### src/rtl/i2s_pcm_conv_master_if.sv
// I2S input / PCM output bundle for the I2S-to-PCM receiver.
// master = receiver side, slave = source/sink side.
`timescale 1ns/1ps
interface i2s_pcm_conv_master_if #(
  parameter int W = 32
);
  logic         BCK_I;
  logic         LRCK_I;
  logic         DATA_I;
  logic         MCLK_O;
  logic         BCK_O;
  logic         WCLK_O;
  logic [W-1:0] DATAL_O;
  logic [W-1:0] DATAR_O;

  modport master (
    input  BCK_I, LRCK_I, DATA_I,
    output MCLK_O, BCK_O, WCLK_O,
    output DATAL_O, DATAR_O
  );

  modport slave (
    output BCK_I, LRCK_I, DATA_I,
    input  MCLK_O, BCK_O, WCLK_O,
    input  DATAL_O, DATAR_O
  );
endinterface

### src/rtl/i2s_pcm_conv_master.sv
// I2S receiver oversampled by MCLK; emits signed L/R PCM words
// plus regenerated bit and word clocks.
`timescale 1ns/1ps
module i2s_pcm_conv_master #(
  parameter int PCM_BIT_WIDTH = 32
) (
  input  logic MCLK_I,
  input  logic NRST_I,
  i2s_pcm_conv_master_if.master bus
);
  localparam int W  = PCM_BIT_WIDTH;
  localparam int CW = $clog2(W + 1);
  localparam logic [CW-1:0] LAST = CW'(W - 1);

  logic         bck_q, lr_q, dat_q, bck_prev_q;
  logic         first_q, first_d;
  logic         lr_prev_q, lr_prev_d;
  logic         l_act_q, l_act_d;
  logic         r_act_q, r_act_d;
  logic [CW-1:0] l_cnt_q, l_cnt_d;
  logic [CW-1:0] r_cnt_q, r_cnt_d;
  logic [W-1:0] l_sh_q, l_sh_d;
  logic [W-1:0] r_sh_q, r_sh_d;
  logic [W-1:0] hold_q, hold_d;
  logic         hold_vld_q, hold_vld_d;
  logic [W-1:0] datal_q, datal_d;
  logic [W-1:0] datar_q, datar_d;
  logic         wclk_q, wclk_d;
  logic         bck_rise;
  logic [W-1:0] l_word, r_word;

  assign bck_rise = bck_q & ~bck_prev_q;
  assign l_word   = {l_sh_q[W-2:0], dat_q};
  assign r_word   = {r_sh_q[W-2:0], dat_q};

  // Input stage: sample the I2S lines, delay BCK once more for edges
  always_ff @(posedge MCLK_I or negedge NRST_I) begin
    if (!NRST_I) begin
      bck_q      <= 1'b0;
      lr_q       <= 1'b0;
      dat_q      <= 1'b0;
      bck_prev_q <= 1'b0;
    end else begin
      bck_q      <= bus.BCK_I;
      lr_q       <= bus.LRCK_I;
      dat_q      <= bus.DATA_I;
      bck_prev_q <= bck_q;
    end
  end

  // Per-BCK-edge capture, completion and word-start logic
  always_comb begin
    first_d    = first_q;
    lr_prev_d  = lr_prev_q;
    l_act_d    = l_act_q;
    r_act_d    = r_act_q;
    l_cnt_d    = l_cnt_q;
    r_cnt_d    = r_cnt_q;
    l_sh_d     = l_sh_q;
    r_sh_d     = r_sh_q;
    hold_d     = hold_q;
    hold_vld_d = hold_vld_q;
    datal_d    = datal_q;
    datar_d    = datar_q;
    wclk_d     = wclk_q;
    if (bck_rise) begin
      first_d   = 1'b1;
      lr_prev_d = lr_q;
      if (l_act_q) begin
        l_sh_d  = l_word;
        l_cnt_d = l_cnt_q + CW'(1);
        if (l_cnt_q == LAST) begin
          l_act_d    = 1'b0;
          hold_d     = l_word;
          hold_vld_d = 1'b1;
          wclk_d     = 1'b1;
        end
      end
      if (r_act_q) begin
        r_sh_d  = r_word;
        r_cnt_d = r_cnt_q + CW'(1);
        if (r_cnt_q == LAST) begin
          r_act_d = 1'b0;
          wclk_d  = 1'b0;
          // a right word without a preceding left word is not a pair
          if (hold_vld_q) begin
            datal_d    = hold_q;
            datar_d    = r_word;
            hold_vld_d = 1'b0;
          end
        end
      end
      // a start overrides any partial word of the same channel
      if (first_q && lr_prev_q && !lr_q) begin
        l_act_d = 1'b1;
        l_cnt_d = '0;
        l_sh_d  = '0;
      end
      if (first_q && !lr_prev_q && lr_q) begin
        r_act_d = 1'b1;
        r_cnt_d = '0;
        r_sh_d  = '0;
      end
    end
  end

  // Capture state and output registers
  always_ff @(posedge MCLK_I or negedge NRST_I) begin
    if (!NRST_I) begin
      first_q    <= 1'b0;
      lr_prev_q  <= 1'b0;
      l_act_q    <= 1'b0;
      r_act_q    <= 1'b0;
      l_cnt_q    <= '0;
      r_cnt_q    <= '0;
      l_sh_q     <= '0;
      r_sh_q     <= '0;
      hold_q     <= '0;
      hold_vld_q <= 1'b0;
      datal_q    <= '0;
      datar_q    <= '0;
      wclk_q     <= 1'b0;
    end else begin
      first_q    <= first_d;
      lr_prev_q  <= lr_prev_d;
      l_act_q    <= l_act_d;
      r_act_q    <= r_act_d;
      l_cnt_q    <= l_cnt_d;
      r_cnt_q    <= r_cnt_d;
      l_sh_q     <= l_sh_d;
      r_sh_q     <= r_sh_d;
      hold_q     <= hold_d;
      hold_vld_q <= hold_vld_d;
      datal_q    <= datal_d;
      datar_q    <= datar_d;
      wclk_q     <= wclk_d;
    end
  end

  assign bus.MCLK_O  = MCLK_I;
  assign bus.BCK_O   = bck_prev_q;
  assign bus.WCLK_O  = wclk_q;
  assign bus.DATAL_O = datal_q;
  assign bus.DATAR_O = datar_q;
endmodule

### src/flat_wrapper.sv
// flat-port wrapper written by rule: the top's interface ports become plain ports
module i2s_pcm_conv_master_flat 
#(
  parameter int PCM_BIT_WIDTH = 32
)
  (MCLK_I, NRST_I, bus_BCK_I, bus_LRCK_I, bus_DATA_I, bus_MCLK_O, bus_BCK_O, bus_WCLK_O, bus_DATAL_O, bus_DATAR_O);
  i2s_pcm_conv_master_if #(.W(32)) bus_i ();
  input  logic MCLK_I;
  input  logic NRST_I;
  input wire logic [$bits(bus_i.BCK_I)-1:0] bus_BCK_I;
  input wire logic [$bits(bus_i.LRCK_I)-1:0] bus_LRCK_I;
  input wire logic [$bits(bus_i.DATA_I)-1:0] bus_DATA_I;
  output wire logic [$bits(bus_i.MCLK_O)-1:0] bus_MCLK_O;
  output wire logic [$bits(bus_i.BCK_O)-1:0] bus_BCK_O;
  output wire logic [$bits(bus_i.WCLK_O)-1:0] bus_WCLK_O;
  output wire logic [$bits(bus_i.DATAL_O)-1:0] bus_DATAL_O;
  output wire logic [$bits(bus_i.DATAR_O)-1:0] bus_DATAR_O;
  assign bus_i.BCK_I = bus_BCK_I;
  assign bus_i.LRCK_I = bus_LRCK_I;
  assign bus_i.DATA_I = bus_DATA_I;
  assign bus_MCLK_O = bus_i.MCLK_O;
  assign bus_BCK_O = bus_i.BCK_O;
  assign bus_WCLK_O = bus_i.WCLK_O;
  assign bus_DATAL_O = bus_i.DATAL_O;
  assign bus_DATAR_O = bus_i.DATAR_O;
  i2s_pcm_conv_master #(.PCM_BIT_WIDTH(PCM_BIT_WIDTH)) u_core (.MCLK_I(MCLK_I), .NRST_I(NRST_I), .bus(bus_i));
endmodule
### config.mk
export PLATFORM = sky130hd
export DESIGN_NAME = i2s_pcm_conv_master_flat
export DESIGN_NICKNAME = d
export VERILOG_FILES = /design/src/rtl/i2s_pcm_conv_master_if.sv /design/src/rtl/i2s_pcm_conv_master.sv /design/src/flat_wrapper.sv
export SDC_FILE = /design/constraint.sdc
export NUM_CORES = 1
export LEC_CHECK = 0
export CAP_MARGIN = 0
export CORE_ASPECT_RATIO = 0.6
export CORE_UTILIZATION = 25
export CTS_BUF_LIST = sky130_fd_sc_hd__clkbuf_4 sky130_fd_sc_hd__clkbuf_8 sky130_fd_sc_hd__clkbuf_16
export CTS_CLUSTER_DIAMETER = 60
export DETAILED_ROUTE_END_ITERATION = 16
export HOLD_SLACK_MARGIN = 0.05
export PLACE_DENSITY_LB_ADDON = 0.05
export SLEW_MARGIN = 20
export SYNTH_ARGS = -nofsm -noshare
export SYNTH_HDL_FRONTEND = slang
export SYNTH_SLANG_ARGS = --single-unit
export TNS_END_PERCENT = 50
### constraint.sdc
create_clock -name MCLK_I -period 2.4 [get_ports MCLK_I]
set_clock_uncertainty 0.05 [all_clocks]
set_input_delay 0.48 -clock MCLK_I [delete_from_list [all_inputs] [get_ports MCLK_I]]
set_output_delay 0.48 -clock MCLK_I [all_outputs]
set_load 0.02 [all_outputs]
# Yosys cells after proc, flatten, opt, wreduce, memory -nomap -nowiden
# Cells that the tools add are included.
dict set report op_classes {
  n_addsub 2
  eq_ne 2
  muxes 23
  bitwise 2
  reduce_logical 12
}
# op count
set ops {}
lappend ops {{31-bit 2-to-1 mux} 4}
lappend ops {{6-bit 2-to-1 mux} 4}
lappend ops {{1-bit 2-to-1 mux} 15}
lappend ops {{6-bit by 1-bit adder with 6-bit output (second input constant)} 2}
lappend ops {{6-bit by 5-bit equality test with 1-bit output (second input constant)} 2}
lappend ops {{1-bit logical AND} 4}
lappend ops {{2-bit AND reduction} 2}
lappend ops {{4-bit AND reduction} 1}
lappend ops {{2-bit nonzero test} 2}
lappend ops {{3-bit AND reduction} 1}
lappend ops {{1-bit logical NOT} 2}
lappend ops {{1-bit AND} 1}
lappend ops {{1-bit NOT} 1}
dict set report word_totals {
  register_bits 180
  output_inout_bits 67
  wordCells 58
}

# Depth between registers and ports, before layout
dict set report depth {
  ltp_word 6
  depth_mapped 6
  mapped_depth_nobuf 4
}

==> results.cfg <==
[critical_path]
setup.worst_path.start_class = clock port
r2r_slack_ps = 300
reg2reg_depth = 4
cp_common_cell = clkbuf_16
reg2reg_to = u_core.bus.DATAL_O[18]$_DFFE_PN0P_
path_class = clk -> out
worstSetupEndpointType = primary output
worstPathMaxFanout = 2
required_ps = 1870
r2r_start = u_core.bus.BCK_O$_DFF_PN0_
slowest_stage = dlygate4sd2_1
slowest_delay_ps = 310
cp.arrival_ps = 1750
path_cells = clkbuf_16, clkbuf_16, dlygate4sd2_1

[power_and_ir_drop]
p_seq_frac = 0.473
max-vdd-ir-drop_mv = 0.555
powerDensity_nw_per_um2 = 787
power_mw = 6.96
swShare = 0.231
intPower_mw = 5.35
pwr-share-clk = 0.477
comb_power_share = 0.049
switching_power_mw = 1.61
p_leak_nw = 4.30

[yosys]
synth_area_leaders = dfrtp_1, mux2_4, a22o_1
netlist_area_um2 = 7010
async_reset_ff_frac = 1.00
synth_edf_count = 0
synth_top_area_frac = 0.643
synth_flop_cell = dfrtp_1
synthCells = 432
synth_seq_cells = 180
yosysWarnings = 0
syn-num-nets = 439
ys_types = 37
synth_top_cell_by_area = dfrtp_1
syn_area_per_cell_um2 = 16.2
ys_seq_area_frac = 0.643

[grt]
grt.overflow.total = 0
grt_pass1_vias = 4141
grt_pass1_wl_um = 24000
grt_usage = 0.111
antenna_found_initial = 0
grt_max_degree = 65

[final_layout]
regArea_um2 = 4500
multi_input_area_um2 = 2280
antennaDiodeCount = 0
final_cell_mix = dfrtp_1, clkdlybuf4s50_1, a22o_1, mux2_4, mux2_2
drive_gt1_frac = 0.288
nets = 518
syn2layout_area_growth_pct = 26.1
final_common_cell = dfrtp_1
fill_cells = 2671
fin_area_um2 = 8840

[clocking]
cts_tree = done
post_cts_buffers = 0
insertion_delay_ps = 550
cts.reportedPaths.clkPinSlew_ps = 60

[min_path]
hold_path.class = in -> reg
holdPathStages = 1
hold_start = bus_BCK_I
hold_end = u_core.bck_q$_DFF_PN0_

[floorplan]
fp.dieH_um = 132
core_area_um2 = 27600
dieArea_um2 = 28700
dieWidth_um = 218
rows = 47
io_pins = 72
start_util = 0.254

[drt]
routedWlPerCell_um = 16.0
first_iter_violations = 261
drt-total-wl_um = 14200
firstDrtPassIters = 6
viasPerCell = 4.28
dr_total_vias = 3815
drcViolationCount = 0
ant_nets = 0

[timing]
slew_headroom = 0.634
setup_tns_ps = 0
slew_violations = 0
rsz0062_at_grt = false
worst_pin_slew_ps = 549
hold_viol = 0
finalSetupViolCount = 0

[placed_design]
place.gp.congestion = 0.675
port_buffers = 71
postPlaceCellArea_um2 = 8110
place_hpwl_um = 8550

[job]
drv_cap = 0

[status]
status = completed
-- registers in the layout, indices dropped and copies added, names as in the netlist, 6 cells and up --
register	count
u_core.l_sh_q	31
u_core.r_sh_q	31
u_core.bus.DATAL_O	32
u_core.r_cnt_q	6
u_core.bus.DATAR_O	32
u_core.l_cnt_q	6
u_core.hold_q	32
-- how the worst max path moves through the flow --
| stage | slack (ps) | from | endpoint |
|---|---|---|---|
| 2_1_floorplan | 400 | u_core.bus.BCK_O$_DFF_PN0_ | u_core.bus.DATAL_O[0]$_DFFE_PN0P_ |
| 3_3_place_gp | 160 | MCLK_I | bus_MCLK_O |
| 3_5_place_dp | 160 | MCLK_I | bus_MCLK_O |
| 4_1_cts | 110 | MCLK_I | bus_MCLK_O |
| 5_1_grt | 110 | MCLK_I | bus_MCLK_O |
| 6_report | 120 | MCLK_I | bus_MCLK_O |
-- worst max-delay path, delay by kind of cell --
family / cells / cell delay [ps]
buf+inv: 3 / 560
-- cell type report --
| class | instances | area share |
|---|---|---|
| flip-flops and latches | 180 | 0.510 |
| multi-input cells | 221 | 0.258 |
| repair buffers | 83 | 0.0967 |
| clock buffers | 24 | 0.0616 |
| well taps | 367 | 0.0520 |
| clock inverters | 12 | 0.0202 |
| inverters | 4 | 0.00170 |
-- per-layer routing --
layer / wire length, um / GRT usage / vias up
met5: 0 / 0 / -
met4: 226 / 0.0513 / 0
met3: 585 / 0.0407 / 15
met2: 5880 / 0.142 / 49
met1: 7560 / 0.161 / 1990
li1: - / - / 1761
-- per-stage QoR --
step / hold WS (ps) / instances / utilization / setup WS, ps
detailed placement: 429 / 855 / 0.294 / 162
floorplan: 134 / 432 / - / 404
CTS: 291 / 891 / 0.320 / 113
finish: 326 / 891 / 0.320 / 117
global placement: 424 / 855 / 0.294 / 162
global route: 293 / 891 / 0.320 / 112
-- logic make-up after synthesis --
kind of cell,share of synthesized area
AOI/OAI and AO/OA,0.0944
xor gates and xnor gates,0.00250
adders and majority gates,0.00357
buffers and inverters,0.0328
DFF,0.643
muxes,0.191
and+or+nand+nor,0.0330
-- synthesized netlist by cell type, types with 2 or more instances --
cell type,count
ha_1,2
nand3_1,3
o31ai_1,2
nand4_1,3
dfrtp_1,180
nand4b_1,2
inv_1,4
buf_1,2
a21o_1,3
xor2_1,2
mux2_4,60
a21oi_1,7
a22o_1,64
o21ai_0,3
or3_1,3
clkbuf_1,13
nand2_1,6
buf_12,6
mux2_2,38
nor2b_1,2
nor2_1,4
and3_1,2
or4_1,2
buf_2,4
nand2b_1,2
nand3b_1,2
-- power by group through the flow --
stage          Combinational (mW)  Clock, mW  Sequential [mW]
6_report                    0.344       3.32             3.29
5_1_grt                     0.402       3.56             3.32
4_1_cts                     0.356       3.44             3.29
3_5_place_dp                0.353     0.0560             3.35
3_3_place_gp                0.349     0.0560             3.35
2_1_floorplan               0.217     0.0487             3.30
-- repair_timing --
| action | in CTS | in global routing |
|---|---|---|
| hold endpoints to repair | 55 | 0 |
| resized for setup | 1 | 0 |
| setup endpoints to repair | 1 | 0 |
| hold buffers | 1 | 0 |
Power figures use the tool's default switching activity.
